--- src/rtl/next_pc_seq_pkg.sv ---
// Shared definitions for the registered next-PC sequencer.
// Contents: default widths and the target-selection enum (priority order
// from lowest to highest: sequential, branch, jump, register jump, redirect).
package nextpc_pkg;

    localparam int unsigned PC_W_DEF      = 30;
    localparam int unsigned IMM_W_DEF     = 26;
    localparam int unsigned RAS_DEPTH_DEF = 4;

    typedef enum logic [2:0] {
        SEL_SEQ,
        SEL_BR,
        SEL_J,
        SEL_JR,
        SEL_REDIR
    } npc_sel_t;

endpackage

--- src/rtl/next_pc_seq_ras_stack.sv ---
// Circular return-address stack.
// Ports:
//   clk, rst_n  : clock, asynchronous active-low reset
//   push        : write push_data on top (overwrites the oldest entry when full)
//   pop         : drop the top entry (ignored when empty)
//   push_data   : return address to save
//   top         : most recently pushed entry still on the stack
//   empty       : no entries held
module ras_stack #(
    parameter int unsigned RAS_DEPTH = 4,
    parameter int unsigned PC_W      = 30
) (
    input  logic            clk,
    input  logic            rst_n,
    input  logic            push,
    input  logic            pop,
    input  logic [PC_W-1:0] push_data,
    output logic [PC_W-1:0] top,
    output logic            empty
);

    localparam int unsigned AW = $clog2(RAS_DEPTH);
    localparam int unsigned CW = AW + 1;

    logic [PC_W-1:0] mem_q [RAS_DEPTH];
    logic [AW-1:0]   ptr_q;   // next free slot; wraps so a full push lands on the oldest entry
    logic [CW-1:0]   cnt_q;   // saturating occupancy

    assign top   = mem_q[ptr_q - AW'(1)];
    assign empty = (cnt_q == CW'(0));

    // Pointer, occupancy and storage update; pop has priority over push.
    always_ff @(posedge clk or negedge rst_n) begin
        if (!rst_n) begin
            ptr_q <= '0;
            cnt_q <= '0;
            for (int unsigned i = 0; i < RAS_DEPTH; i++) begin
                mem_q[i] <= '0;
            end
        end else if (pop && !empty) begin
            ptr_q <= ptr_q - AW'(1);
            cnt_q <= cnt_q - CW'(1);
        end else if (push) begin
            mem_q[ptr_q] <= push_data;
            ptr_q        <= ptr_q + AW'(1);
            if (cnt_q != CW'(RAS_DEPTH)) begin
                cnt_q <= cnt_q + CW'(1);
            end
        end
    end

endmodule

--- src/rtl/next_pc_seq.sv ---
// Registered fetch-PC sequencer: owns the fetch PC and picks the next one
// each cycle (redirect > register jump > jump > branch > sequential).
// Optional return-address stack enabled by defining NEXTPC_RAS_EN.
// Ports:
//   i_Clk, i_Rst_n        : clock, asynchronous active-low reset
//   i_Ready, i_Stall      : fetch handshake / pipeline hold
//   i_Redirect, i_RedirectPC : flush redirect and its target
//   i_immPC, i_Zero       : immediate field, ALU zero flag
//   i_J, i_Jal, i_Jr      : jump, jump-and-link, register-indirect jump
//   i_Beq, i_Bne          : conditional branches
//   i_RegPC               : register operand for i_Jr
//   o_PC, o_Valid         : registered fetch PC and its valid flag
//   o_PCSrc               : non-sequential target selected (combinational)
//   o_Link                : o_PC+1 link value (combinational)
//   o_RasMiss             : one-cycle pulse on a return from an empty stack
module next_pc_seq
    import nextpc_pkg::*;
#(
    parameter int unsigned     PC_W      = PC_W_DEF,
    parameter int unsigned     IMM_W     = IMM_W_DEF,
    parameter logic [PC_W-1:0] RESET_PC  = '0,
    parameter int unsigned     RAS_DEPTH = RAS_DEPTH_DEF
) (
    input  logic             i_Clk,
    input  logic             i_Rst_n,
    input  logic             i_Ready,
    input  logic             i_Stall,
    input  logic             i_Redirect,
    input  logic [PC_W-1:0]  i_RedirectPC,
    input  logic [IMM_W-1:0] i_immPC,
    input  logic             i_Zero,
    input  logic             i_J,
    input  logic             i_Jal,
    input  logic             i_Jr,
    input  logic             i_Beq,
    input  logic             i_Bne,
    input  logic [PC_W-1:0]  i_RegPC,
    output logic [PC_W-1:0]  o_PC,
    output logic             o_Valid,
    output logic             o_PCSrc,
    output logic [PC_W-1:0]  o_Link,
    output logic             o_RasMiss
);

    // Reject parameter sets the datapath cannot represent.
    if ((PC_W < IMM_W + 1) || (IMM_W < 16) || (RAS_DEPTH < 2) ||
        ((RAS_DEPTH & (RAS_DEPTH - 1)) != 0)) begin : g_param_check
        $error("next_pc_seq: illegal parameter combination");
    end

    logic [PC_W-1:0] pc_q, pc_d;
    logic            valid_q;
    logic            ras_miss_q, ras_miss_d;

    logic [PC_W-1:0] seq_c, br_tgt_c, j_tgt_c, jr_tgt_c, tgt_c;
    logic            take_br_c, adv_c;
    npc_sel_t        sel_c;

    assign adv_c     = valid_q & i_Ready & ~i_Stall;
    assign seq_c     = pc_q + PC_W'(1);
    assign br_tgt_c  = seq_c + {{(PC_W-16){i_immPC[15]}}, i_immPC[15:0]};
    assign j_tgt_c   = {seq_c[PC_W-1:IMM_W], i_immPC};
    assign take_br_c = (i_Beq & i_Zero) | (i_Bne & ~i_Zero);

`ifdef NEXTPC_RAS_EN
    logic            ras_push, ras_pop, ras_empty;
    logic [PC_W-1:0] ras_top;

    // Redirect squashes the instruction, so it never touches the stack.
    assign ras_push   = adv_c & i_Jal & ~i_Jr & ~i_Redirect;
    assign ras_pop    = adv_c & i_Jr & ~i_Redirect & ~ras_empty;
    assign jr_tgt_c   = ras_empty ? i_RegPC : ras_top;
    assign ras_miss_d = adv_c & i_Jr & ~i_Redirect & ras_empty;

    ras_stack #(
        .RAS_DEPTH (RAS_DEPTH),
        .PC_W      (PC_W)
    ) u_ras (
        .clk       (i_Clk),
        .rst_n     (i_Rst_n),
        .push      (ras_push),
        .pop       (ras_pop),
        .push_data (seq_c),
        .top       (ras_top),
        .empty     (ras_empty)
    );
`else
    assign jr_tgt_c   = i_RegPC;
    assign ras_miss_d = 1'b0;
`endif

    // Priority encode the target source.
    always_comb begin
        sel_c = SEL_SEQ;
        if (i_Redirect) begin
            sel_c = SEL_REDIR;
        end else if (i_Jr) begin
            sel_c = SEL_JR;
        end else if (i_J || i_Jal) begin
            sel_c = SEL_J;
        end else if (take_br_c) begin
            sel_c = SEL_BR;
        end
    end

    // Target mux and PC update gating (redirect bypasses stall/handshake).
    always_comb begin
        tgt_c = seq_c;
        case (sel_c)
            SEL_REDIR: tgt_c = i_RedirectPC;
            SEL_JR:    tgt_c = jr_tgt_c;
            SEL_J:     tgt_c = j_tgt_c;
            SEL_BR:    tgt_c = br_tgt_c;
            default:   tgt_c = seq_c;
        endcase
        pc_d = (adv_c || i_Redirect) ? tgt_c : pc_q;
    end

    // PC, valid and miss-pulse registers.
    always_ff @(posedge i_Clk or negedge i_Rst_n) begin
        if (!i_Rst_n) begin
            pc_q       <= RESET_PC;
            valid_q    <= 1'b0;
            ras_miss_q <= 1'b0;
        end else begin
            pc_q       <= pc_d;
            valid_q    <= 1'b1;
            ras_miss_q <= ras_miss_d;
        end
    end

    assign o_PC      = pc_q;
    assign o_Valid   = valid_q;
    assign o_PCSrc   = (sel_c != SEL_SEQ);
    assign o_Link    = seq_c;
    assign o_RasMiss = ras_miss_q;

endmodule

--- config.mk ---
export PLATFORM = sky130hd
export DESIGN_NAME = next_pc_seq
export DESIGN_NICKNAME = d
export VERILOG_FILES = /design/src/rtl/next_pc_seq_pkg.sv /design/src/rtl/next_pc_seq_ras_stack.sv /design/src/rtl/next_pc_seq.sv
export SDC_FILE = /design/constraint.sdc
export NUM_CORES = 1
export LEC_CHECK = 0
export BUFFER_PORTS_ARGS = -buffer_cell sky130_fd_sc_hd__buf_4
export CORE_MARGIN = 4
export CORE_UTILIZATION = 52
export DETAILED_ROUTE_END_ITERATION = 10
export PLACE_DENSITY = 0.83
export SLEW_MARGIN = 20
export SYNTH_ARGS = -nofsm -noshare
export SYNTH_HDL_FRONTEND = slang
export SYNTH_SLANG_ARGS = --single-unit
--- constraint.sdc ---
create_clock -name i_Clk -period 4.6 [get_ports i_Clk]
set_input_delay 0.92 -clock i_Clk [delete_from_list [all_inputs] [get_ports i_Clk]]
set_output_delay 0.92 -clock i_Clk [all_outputs]
set_load 0.01 [all_outputs]
==> run metrics, run 1 <==
number of synthesized flops with an enable pin 0; slowest stage delay, CP 550 ps; Mapped Area 4410 um^2; Post-CTS Setup Inserts 0; drt drc 0; library cells used by synthesis 74; crit-path most repeated cell nand3_1; wire per inst 20.7 um; Area Growth Syn to Fin 30.4%; 1st-iter DRT viols 542; I/O Buffers 158; drt first pass iters 7; HPWL Detailed 13.3 mm; Via Count 5407; antenna cell count 0; total CTS buffers 5; Avg Cell Area, Syn 7.66 um^2; endpoints failing hold 0; achievable clock frequency 252 MHz; final setup vio count 0; WL final 17.0 mm; Congestion Overflow GR 0; full die area 10000 um^2; H-tree Lvls 2; RSZ-0062 raised after global routing no; Max Root-Sink Buffers 2; global placement routability congestion 1.03; first-pass GRT wire length 26.6 mm; CP max stage cell dfrtp_1; PD cells 275 nW/um^2; I/O Pins 160; via count of the first global-routing pass 5207; worst slew pin tran 807 ps; TNS Setup 0 ps; Post-Synthesis Cells 575; worst vdd rail ir drop 0.139 mV; synthesized flop and latch total 31; max-slew violation count 0; crit start category flop; Seq/Total Area, Yosys 0.176; clk slew on worst S/H paths 80 ps; CTS root buf clkbuf_8; Post-synth ARST share 1.00; CTS Sinks 31; Crit. End Element flop; Mapped Nets 709; HP Class flop to flop; Post-CTS Hold Fix Bufs 0; yosys warns 0; NumNets Final 849; core area 8220 um^2; pin count of the biggest net entering global routing 42; Fin Clk Skew 8.75 ps; Tot Pwr 0.00158 W; num rows 33; outcome finished clean; top_reg_cell synth dfrtp_1; initial core utilization 0.536; CP Cell Sequence nand4_4 > nor3_1 > inv_1 > nor2_1 > nand3_1 > xnor2_1 > ha_1 > nand2_1 > nor2_1 > nand3_1 > a41oi_1 > a311oi_2 > or4_1 > nand3_1; period utilization 0.863; crit-path max FO 8; Critical Path RT 4820 ps; worst hold margin 545 ps; post-route ant nets 0; worst hold path depth 2; fin cells 821; max cap viols 0; chip height 100 um; Worst slew margin 0.461; Die X 100 um; placed cell count 813; vias per cell 6.59; Overall Global Routing Usage 0.330; antenna violations before repair 0; CP arrival 4190 ps; WS Path Type flop to flop; Leak Pwr 2.65 nW; final core utilization 0.699; TritonCTS clock tree yes; Skew-Pair Late Insertion Delay 290 ps; R2R depth 14; layout cells sized above 1 0.277; min cycle time layout 3970 ps; post-CTS resize count 0
cells in the final DEF (no fill, tap or decap), types with 3 or more instances in the layout:
| cell type | count |
|---|---|
| a211oi_1 | 3 |
| a21o_1 | 20 |
| a21oi_1 | 50 |
| a222oi_1 | 27 |
| a22oi_1 | 5 |
| a31oi_1 | 3 |
| and3_1 | 6 |
| buf_4 | 167 |
| clkbuf_8 | 7 |
| dfrtp_1 | 31 |
| ha_1 | 36 |
| inv_1 | 14 |
| nand2_1 | 63 |
| nand2b_1 | 3 |
| nand3_1 | 22 |
| nand4_1 | 11 |
| nor2_1 | 37 |
| nor2b_1 | 5 |
| nor3_1 | 9 |
| nor4_1 | 4 |
| o2111ai_1 | 3 |
| o211ai_1 | 10 |
| o21ai_0 | 34 |
| o21ai_1 | 17 |
| o21bai_1 | 4 |
| o31a_1 | 3 |
| o31ai_1 | 10 |
| or4_1 | 3 |
| xnor2_1 | 30 |
| xor2_1 | 19 |
flip-flops by register name, indices dropped and copies added, names as in the netlist:
name and count:
o_PC 30, o_Valid 1
path summary, 6_finish.rpt:
kind                       startpoint        to  slack (ps)
setup reg to reg              o_PC[5]  o_PC[27]         630
setup / recovery              o_PC[5]  o_PC[27]         630
min in group asynchronous     i_Rst_n   o_PC[9]         580
hold reg to reg              o_PC[20]  o_PC[20]         540
hold / removal               o_PC[20]  o_PC[20]         540
max in group asynchronous     i_Rst_n  o_PC[22]        3680
metrics by stage:
step	setup slack (ps)	area, um^2
3_3_place_gp	825	5640
3_5_place_dp	714	5640
6_report	629	5740
2_1_floorplan	1010	4410
4_1_cts	687	5740
5_1_grt	248	5740
cell families after synthesis:
family / share of synthesized area
flops: 0.176
xor+xnor: 0.107
other cells: 0.00170
compound gates: 0.340
mux: 0.00710
fa+ha+maj: 0.107
buf+inv: 0.0494
simple gates: 0.212
power by group:
group	switching (W)	leakage (nW)	total [W]	internal [W]
Combinational	0.000513	2.22	0.000937	0.000424
Sequential	0.0000778	0.378	0.000388	0.000310
Clock	0.000118	0.0515	0.000255	0.000137
Total	0.000709	2.65	0.00158	0.000872
synth_stat cells (5+ instances only):
| cell | count | share of area |
|---|---|---|
| nor2_1 | 37 | 0.032 |
| inv_1 | 14 | 0.012 |
| dfrtp_1 | 31 | 0.18 |
| xor2_1 | 19 | 0.038 |
| nand2_1 | 63 | 0.054 |
| nand3_1 | 22 | 0.025 |
| a222oi_1 | 27 | 0.061 |
| nor3_1 | 10 | 0.011 |
| o31ai_1 | 10 | 0.017 |
| a21o_1 | 20 | 0.034 |
| o211ai_1 | 10 | 0.017 |
| a21oi_1 | 50 | 0.057 |
| and3_1 | 6 | 0.0085 |
| o21ai_1 | 17 | 0.019 |
| ha_1 | 36 | 0.10 |
| nor2b_1 | 6 | 0.0085 |
| xnor2_1 | 30 | 0.060 |
| o21ai_0 | 34 | 0.039 |
| a22oi_1 | 5 | 0.0085 |
| clkbuf_1 | 23 | 0.020 |
| buf_2 | 6 | 0.0068 |
| nand4_1 | 11 | 0.016 |
worst max-delay path: cells and delay by family, from the launching register on:
family,cells,cell delay [ps]
DFF,1,550
and+or+nand+nor,9,2090
adders and majority gates,1,400
xor gates and xnor gates,1,210
buffers and inverters,1,110
AOI/OAI and AO/OA,2,550
area by class of cell:
class / count / area (um^2)
clock buffers: 8 / 100
fillers: 720 / 2470
inverters: 15 / 56.3
multi-input cells: 495 / 3430
flip-flops and latches: 31 / 776
well taps: 105 / 131
repair buffers: 167 / 1250
layer usage:
| layer | up-vias | routed length [um] | part of all wire | track usage |
|---|---|---|---|---|
| li1 | 2480 | - | - | - |
| met1 | 2587 | 6700 | 0.39 | 0.435 |
| met2 | 304 | 8270 | 0.49 | 0.567 |
| met3 | 36 | 1630 | 0.096 | 0.0486 |
| met4 | 0 | 367 | 0.022 | 0.0850 |
| met5 | - | 0 | 0 | 0 |
No activity file was read; power rests on OpenSTA's default activity.
==> run 2: changes to the inputs <==
--- a/config.mk
+++ b/config.mk
@@ -10,7 +10,7 @@
 export CORE_UTILIZATION = 52
 export DETAILED_ROUTE_END_ITERATION = 10
 export PLACE_DENSITY = 0.83
-export SLEW_MARGIN = 20
+export SLEW_MARGIN = 30
 export SYNTH_ARGS = -nofsm -noshare
 export SYNTH_HDL_FRONTEND = slang
 export SYNTH_SLANG_ARGS = --single-unit
==> constraint.sdc (replaced) <==
create_clock -name i_Clk -period 4.6 [get_ports i_Clk]
set_input_delay 0.92 -clock i_Clk [delete_from_list [all_inputs] [get_ports i_Clk]]
set_output_delay 0.92 -clock i_Clk [all_outputs]
set_load 0.05 [all_outputs]
==> run metrics, run 2 (synthesis results as in run 1) <==
post-CTS resize count 0 (unchanged); internal power 0.000859 W (-1.5%); Max Root-Sink Buffers 2 (unchanged); Logic pwr share 0.656 (+0.063); PD cells 317 nW/um^2 (+15%); antenna violations before repair 0 (unchanged); Flop pwr share 0.214 (-0.032); Largest register FFs 30 (unchanged); global placement routability congestion 1.01 (-1.3%); max cap viols 0 (unchanged); reg-to-reg endpoint o_PC[29]; beginning of the worst hold path o_PC[20]; worst hold path depth 2 (unchanged); outcome finished clean; post-route ant nets 0 (unchanged); achievable clock frequency 252 MHz (about the same); WS Path Type flop to flop; 1st-iter DRT viols 484 (-11%); delay-heaviest family, CP compound AO/OA/AOI/OAI gates; layout cells sized above 1 0.277 (+0.000387); R2R setup slack 630 ps (about the same); wire per inst 21.0 um (+1.4%); pin count of the biggest net entering global routing 42 (unchanged); clk slew on worst S/H paths 70 ps (about the same); Fin Clk Skew 15.8 ps (+7.09 ps); worst slew pin tran 826 ps (+19.8 ps); Die X 100 um (unchanged); num rows 33 (unchanged); vias per cell 6.58 (about the same); P_sw 0.000960 W (+36%); Overall Global Routing Usage 0.334 (+0.00417); Congestion Overflow GR 0 (unchanged); Critical Path RT 4800 ps (-20 ps); Tot Pwr 0.00182 W (+15%); core area 8220 um^2 (unchanged); Worst slew margin 0.447 (-0.0133); Post-CTS Hold Fix Bufs 0 (unchanged); first-pass GRT wire length 26.8 mm (+0.83%); initial core utilization 0.536 (unchanged); Post-CTS Setup Inserts 0 (unchanged); period utilization 0.863 (about the same); WL final 17.2 mm (+1.3%); Net Sw Frac 0.528 (+0.0794); Skew-Pair Late Insertion Delay 300 ps (about the same); min cycle time layout 3970 ps (-2.10 ps); drt drc 0 (unchanged); Via Count 5396 (-0.20%); CP Cell Sequence ha_1 > nand4_1 > or3_1 > nor3_1 > xor2_1 > ha_1 > a21oi_1 > o211ai_1 > a21oi_1 > nand3_1 > a311oi_2 > o21ai_1 > xnor2_1 > o31ai_2; R2R depth 14 (unchanged); I/O Buffers 158 (unchanged); Area Growth Syn to Fin 30.1%; full die area 10000 um^2 (unchanged); Leak Pwr 2.64 nW (-0.17%); NumNets Final 849 (unchanged); TNS Setup 0 ps (unchanged); CTS Sinks 31 (unchanged); via count of the first global-routing pass 5311 (+2.0%); clock power share 0.129 (-0.033); start point of the critical path o_PC[0]; final setup vio count 0 (unchanged); slowest stage delay, CP 440 ps (-110 ps); CP arrival 4170 ps (-20 ps); CP Buf/Inv Count 0 (-1); Crit. End Element flop; antenna cell count 0 (unchanged); most common cell after layout, fill and taps aside buf_4; most frequent cells in the layout buf_4, nand2_1, a21oi_1, nor2_1, ha_1; H-tree Lvls 2 (unchanged); worst vdd rail ir drop 0.158 mV (+14%); HP Class flop to flop; total CTS buffers 5 (unchanged); TritonCTS clock tree yes; CTS root buf clkbuf_8; I/O Pins 160 (unchanged); Reg2Reg Launch Point o_PC[0]; HPWL Detailed 13.4 mm (+0.73%); hold endpoint o_PC[20]; RSZ-0062 raised after global routing no; crit start category flop; crit-path max FO 9 (+1); CP max stage cell dfrtp_1; drt first pass iters 7 (unchanged); chip height 100 um (unchanged); endpoints failing hold 0 (unchanged); max-slew violation count 0 (unchanged)
[run 2: cell types whose count changed in the layout (fill, tap and decap cells not counted), sizes merged]
cell    previous run  this run
clkbuf             8         6
clkinv             0         1
[run 2: layout make-up]
type	instances	area, um^2
inverters	15	56.3
repair buffers	167	1250
fillers	710	2490
clock inverters	1	5.00
multi-input cells	495	3430
flip-flops and latches	31	776
clock buffers	6	82.6
well taps	105	131
[run 2: power by group through the flow]
stage                     Clock [W]  Combinational (W)  Sequential [W]
after floorplan                   0           0.000706        0.000504
after global placement            0            0.00117        0.000388
after detailed placement          0            0.00118        0.000392
after CTS                  0.000234            0.00118        0.000387
after global routing       0.000246            0.00127        0.000398
final                      0.000235            0.00119        0.000390
[run 2: per-stage QoR]
step           instances   util  setup slack, ps  area (um^2)  hold slack, ps
3_5_place_dp         813  0.687              723         5640             533
6_report             820  0.697              631         5730             532
5_1_grt              820  0.697              306         5730             593
4_1_cts              820  0.697              676         5730             548
3_3_place_gp         813  0.687              851         5640             518
2_1_floorplan        575      -             59.6         4410             624
[run 2: per-layer routing]
| metal | vias up | routed length (um) | part of all wire | track usage |
|---|---|---|---|---|
| met5 | - | 0 | 0 | 0 |
| met2 | 310 | 8120 | 0.47 | 0.559 |
| met4 | 0 | 548 | 0.032 | 0.136 |
| met3 | 48 | 1610 | 0.094 | 0.0563 |
| met1 | 2556 | 6910 | 0.40 | 0.428 |
| li1 | 2482 | - | - | - |
[run 2: worst max path at each step]
stage | endpoint | slack [ps] | cells past startpoint
final | o_PC[29] | 630 | 14
after global routing | o_PC[27] | 310 | 14
after CTS | o_PC[27] | 680 | 14
after detailed placement | o_PC[27] | 720 | 14
after global placement | o_PC[29] | 850 | 14
after floorplan | o_PC[29] | 60 | 15
[run 2: worst min-delay path, cell delays in order (launching register included)]
cell	delay, ps
dfrtp_1	360
a21oi_1	60
o21ai_0	70
==> run 3: changes to the inputs <==
==> constraint.sdc (replaced) <==
create_clock -name i_Clk -period 4.6 [get_ports i_Clk]
set_input_delay 0.23 -clock i_Clk [delete_from_list [all_inputs] [get_ports i_Clk]]
set_output_delay 0.23 -clock i_Clk [all_outputs]
set_load 0.05 [all_outputs]
==> run metrics, run 3 (synthesis results as in run 1) <==
outcome finished clean; Reg2Reg Launch Point o_PC[0]; min cycle time layout 4070 ps (+103 ps); clock power share 0.136 (+0.007); R2R depth 14 (unchanged); start point of the critical path o_PC[0]; CP Cell Sequence ha_1 > nand4_1 > or3_1 > nor3_1 > xor2_1 > ha_1 > a21oi_1 > o211ai_1 > a21oi_1 > nand3_1 > a311oi_2 > o21ai_1 > xnor2_1 > o31ai_2; I/O Buffers 158 (unchanged); post-CTS resize count 0 (unchanged); via count of the first global-routing pass 5251 (-1.1%); antenna cell count 0 (unchanged); I/O Pins 160 (unchanged); CTS root buf clkbuf_8; WL final 17.3 mm (+0.82%); Net Sw Frac 0.523 (-0.00513); Max Used Layer met4; core area 8220 um^2 (unchanged); pin count of the biggest net entering global routing 42 (unchanged); most common cell after layout, fill and taps aside buf_4; crit start category flop; met1 wire length 6.81 mm (-1.4%); crit-path max FO 9 (unchanged); reg-to-reg endpoint o_PC[29]; full die area 10000 um^2 (unchanged); crit path capture o_PC[29]; num rows 33 (unchanged); routed length on met3 1.78 mm (+11%); CP arrival 4270 ps (+100 ps); Skew-Pair Late Insertion Delay 280 ps (-20 ps); Overall Global Routing Usage 0.332 (-0.00208); post-route ant nets 0 (unchanged); Via Count 5464 (+1.3%); CP max stage cell dfrtp_1; worst vdd rail ir drop 0.177 mV (+12%); global placement routability congestion 0.998 (-1.5%); initial core utilization 0.536 (unchanged); P_sw 0.000961 W (about the same); final setup vio count 0 (unchanged); Logic pwr share 0.651 (-0.005); Sequential Area 776 um^2 (unchanged); max-slew violation count 0 (unchanged); most frequent cells in the layout buf_4, nand2_1, a21oi_1, nor2_1, ha_1; R2R setup slack 530 ps (-100 ps); Congestion Overflow GR 0 (unchanged); TNS Setup 0 ps (unchanged); TritonCTS clock tree yes; drt first pass iters 7 (unchanged); Die X 100 um (unchanged); RSZ-0062 raised after global routing no; HPWL Detailed 13.4 mm (+0.38%); HP Class input port to flop; Area Growth Syn to Fin 30.2%; slowest stage delay, CP 440 ps (about the same); area of placed instances 5630 um^2 (-0.27%); Largest register FFs 30 (unchanged); H-tree Lvls 2 (unchanged); Critical Path RT 4800 ps (about the same); Worst slew margin 0.295 (-0.152); antenna violations before repair 0 (unchanged); vias per cell 6.66 (+1.3%); fin cells 820 (unchanged); WS Path Type flop to flop; total CTS buffers 5 (unchanged); PD cells 320 nW/um^2 (+0.87%); placed cell count 811 (-0.25%); Crit. End Element flop; wire per inst 21.1 um (+0.82%); layout cells sized above 1 0.274 (-0.00280); max cap viols 0 (unchanged); Final Instance Area 5740 um^2 (+0.13%); Flop pwr share 0.212 (-0.002); period utilization 0.885 (+0.0224); CTS Sinks 31 (unchanged); worst slew pin tran 1050 ps (+221 ps); Fin Clk Skew 10.7 ps (-5.16 ps); routed wl met2 8.29 mm (+2.2%); achievable clock frequency 246 MHz (-2.5%); area taken by multi-input logic gates 3430 um^2 (unchanged); fillers 697 (-1.8%); chip height 100 um (unchanged); 1st-iter DRT viols 595 (+23%); Max Root-Sink Buffers 2 (unchanged); drt drc 0 (unchanged); clk slew on worst S/H paths 80 ps (about the same); NumNets Final 848 (-0.12%); first-pass GRT wire length 26.9 mm (+0.28%); internal power 0.000877 W (+2.1%); endpoints failing hold 0 (unchanged); Leak Pwr 2.64 nW (about the same)
==> run 3: cell count changes in the layout (fill, tap and decap cells not counted) <==
cell and change:
buf_4 -2, clkbuf_1 +1, clkbuf_8 +1, clkinv_2 -1
dlygate4sd3_1 +1
==> run 3: worst min path at each step <==
stage | from | endpoint | slack (ps) | cells past startpoint
final | i_RegPC[2] | o_PC[2] | 330 | 4
after global routing | i_RegPC[7] | o_PC[7] | 350 | 5
after CTS | i_RegPC[2] | o_PC[2] | 330 | 4
after detailed placement | i_Rst_n | o_PC[9] | 210 | 1
after global placement | i_Rst_n | o_PC[7] | 210 | 1
after floorplan | i_Rst_n | o_PC[0] | -70 | 0
==> run 3: layout make-up <==
class                      count  area share
clock buffer                   8      0.0174
inverter                      15     0.00981
multi-input combinational    495       0.597
sequential                    31       0.135
tap                          105      0.0229
timing repair buffer         166       0.218
==> run 3: power by group through the flow <==
stage / clock, W / sequential, W / combinational [W]
6_report: 0.000251 / 0.000390 / 0.00120
4_1_cts: 0.000252 / 0.000386 / 0.00119
3_3_place_gp: 0 / 0.000387 / 0.00117
2_1_floorplan: 0 / 0.000504 / 0.000706
3_5_place_dp: 0 / 0.000392 / 0.00118
5_1_grt: 0.000261 / 0.000396 / 0.00128
==> run 3: critical path: cells and delay by family (launching register included) <==
family                     cells  cell delay, ps
AOI/OAI and AO/OA              6            1330
xor gates and xnor gates       2             420
adders and majority gates      2             660
DFF                            1             440
and+or+nand+nor                4            1140
==> run 3: per-layer routing <==
| layer | GRT usage | up-vias |
|---|---|---|
| met3 | 0.0382 | 43 |
| met5 | 0 | - |
| met2 | 0.561 | 343 |
| met1 | 0.442 | 2600 |
| li1 | - | 2478 |
| met4 | 0.111 | 0 |
==> run 3: repair_timing <==
item                                   4_1_cts  5_1_grt
endpoints found under the hold margin       31        0
hold buffers                                 1        0
buffers inserted                             0        0
==> run 3: stage by stage <==
step / setup slack [ps] / hold WS (ps) / total power (W) / utilization
global route: 158 / 346 / 0.00194 / 0.698
detailed placement: 708 / 213 / 0.00157 / 0.685
global placement: 852 / 214 / 0.00155 / 0.685
finish: 528 / 326 / 0.00184 / 0.698
floorplan: 59.6 / -65.6 / 0.00121 / -
CTS: 599 / 325 / 0.00182 / 0.698
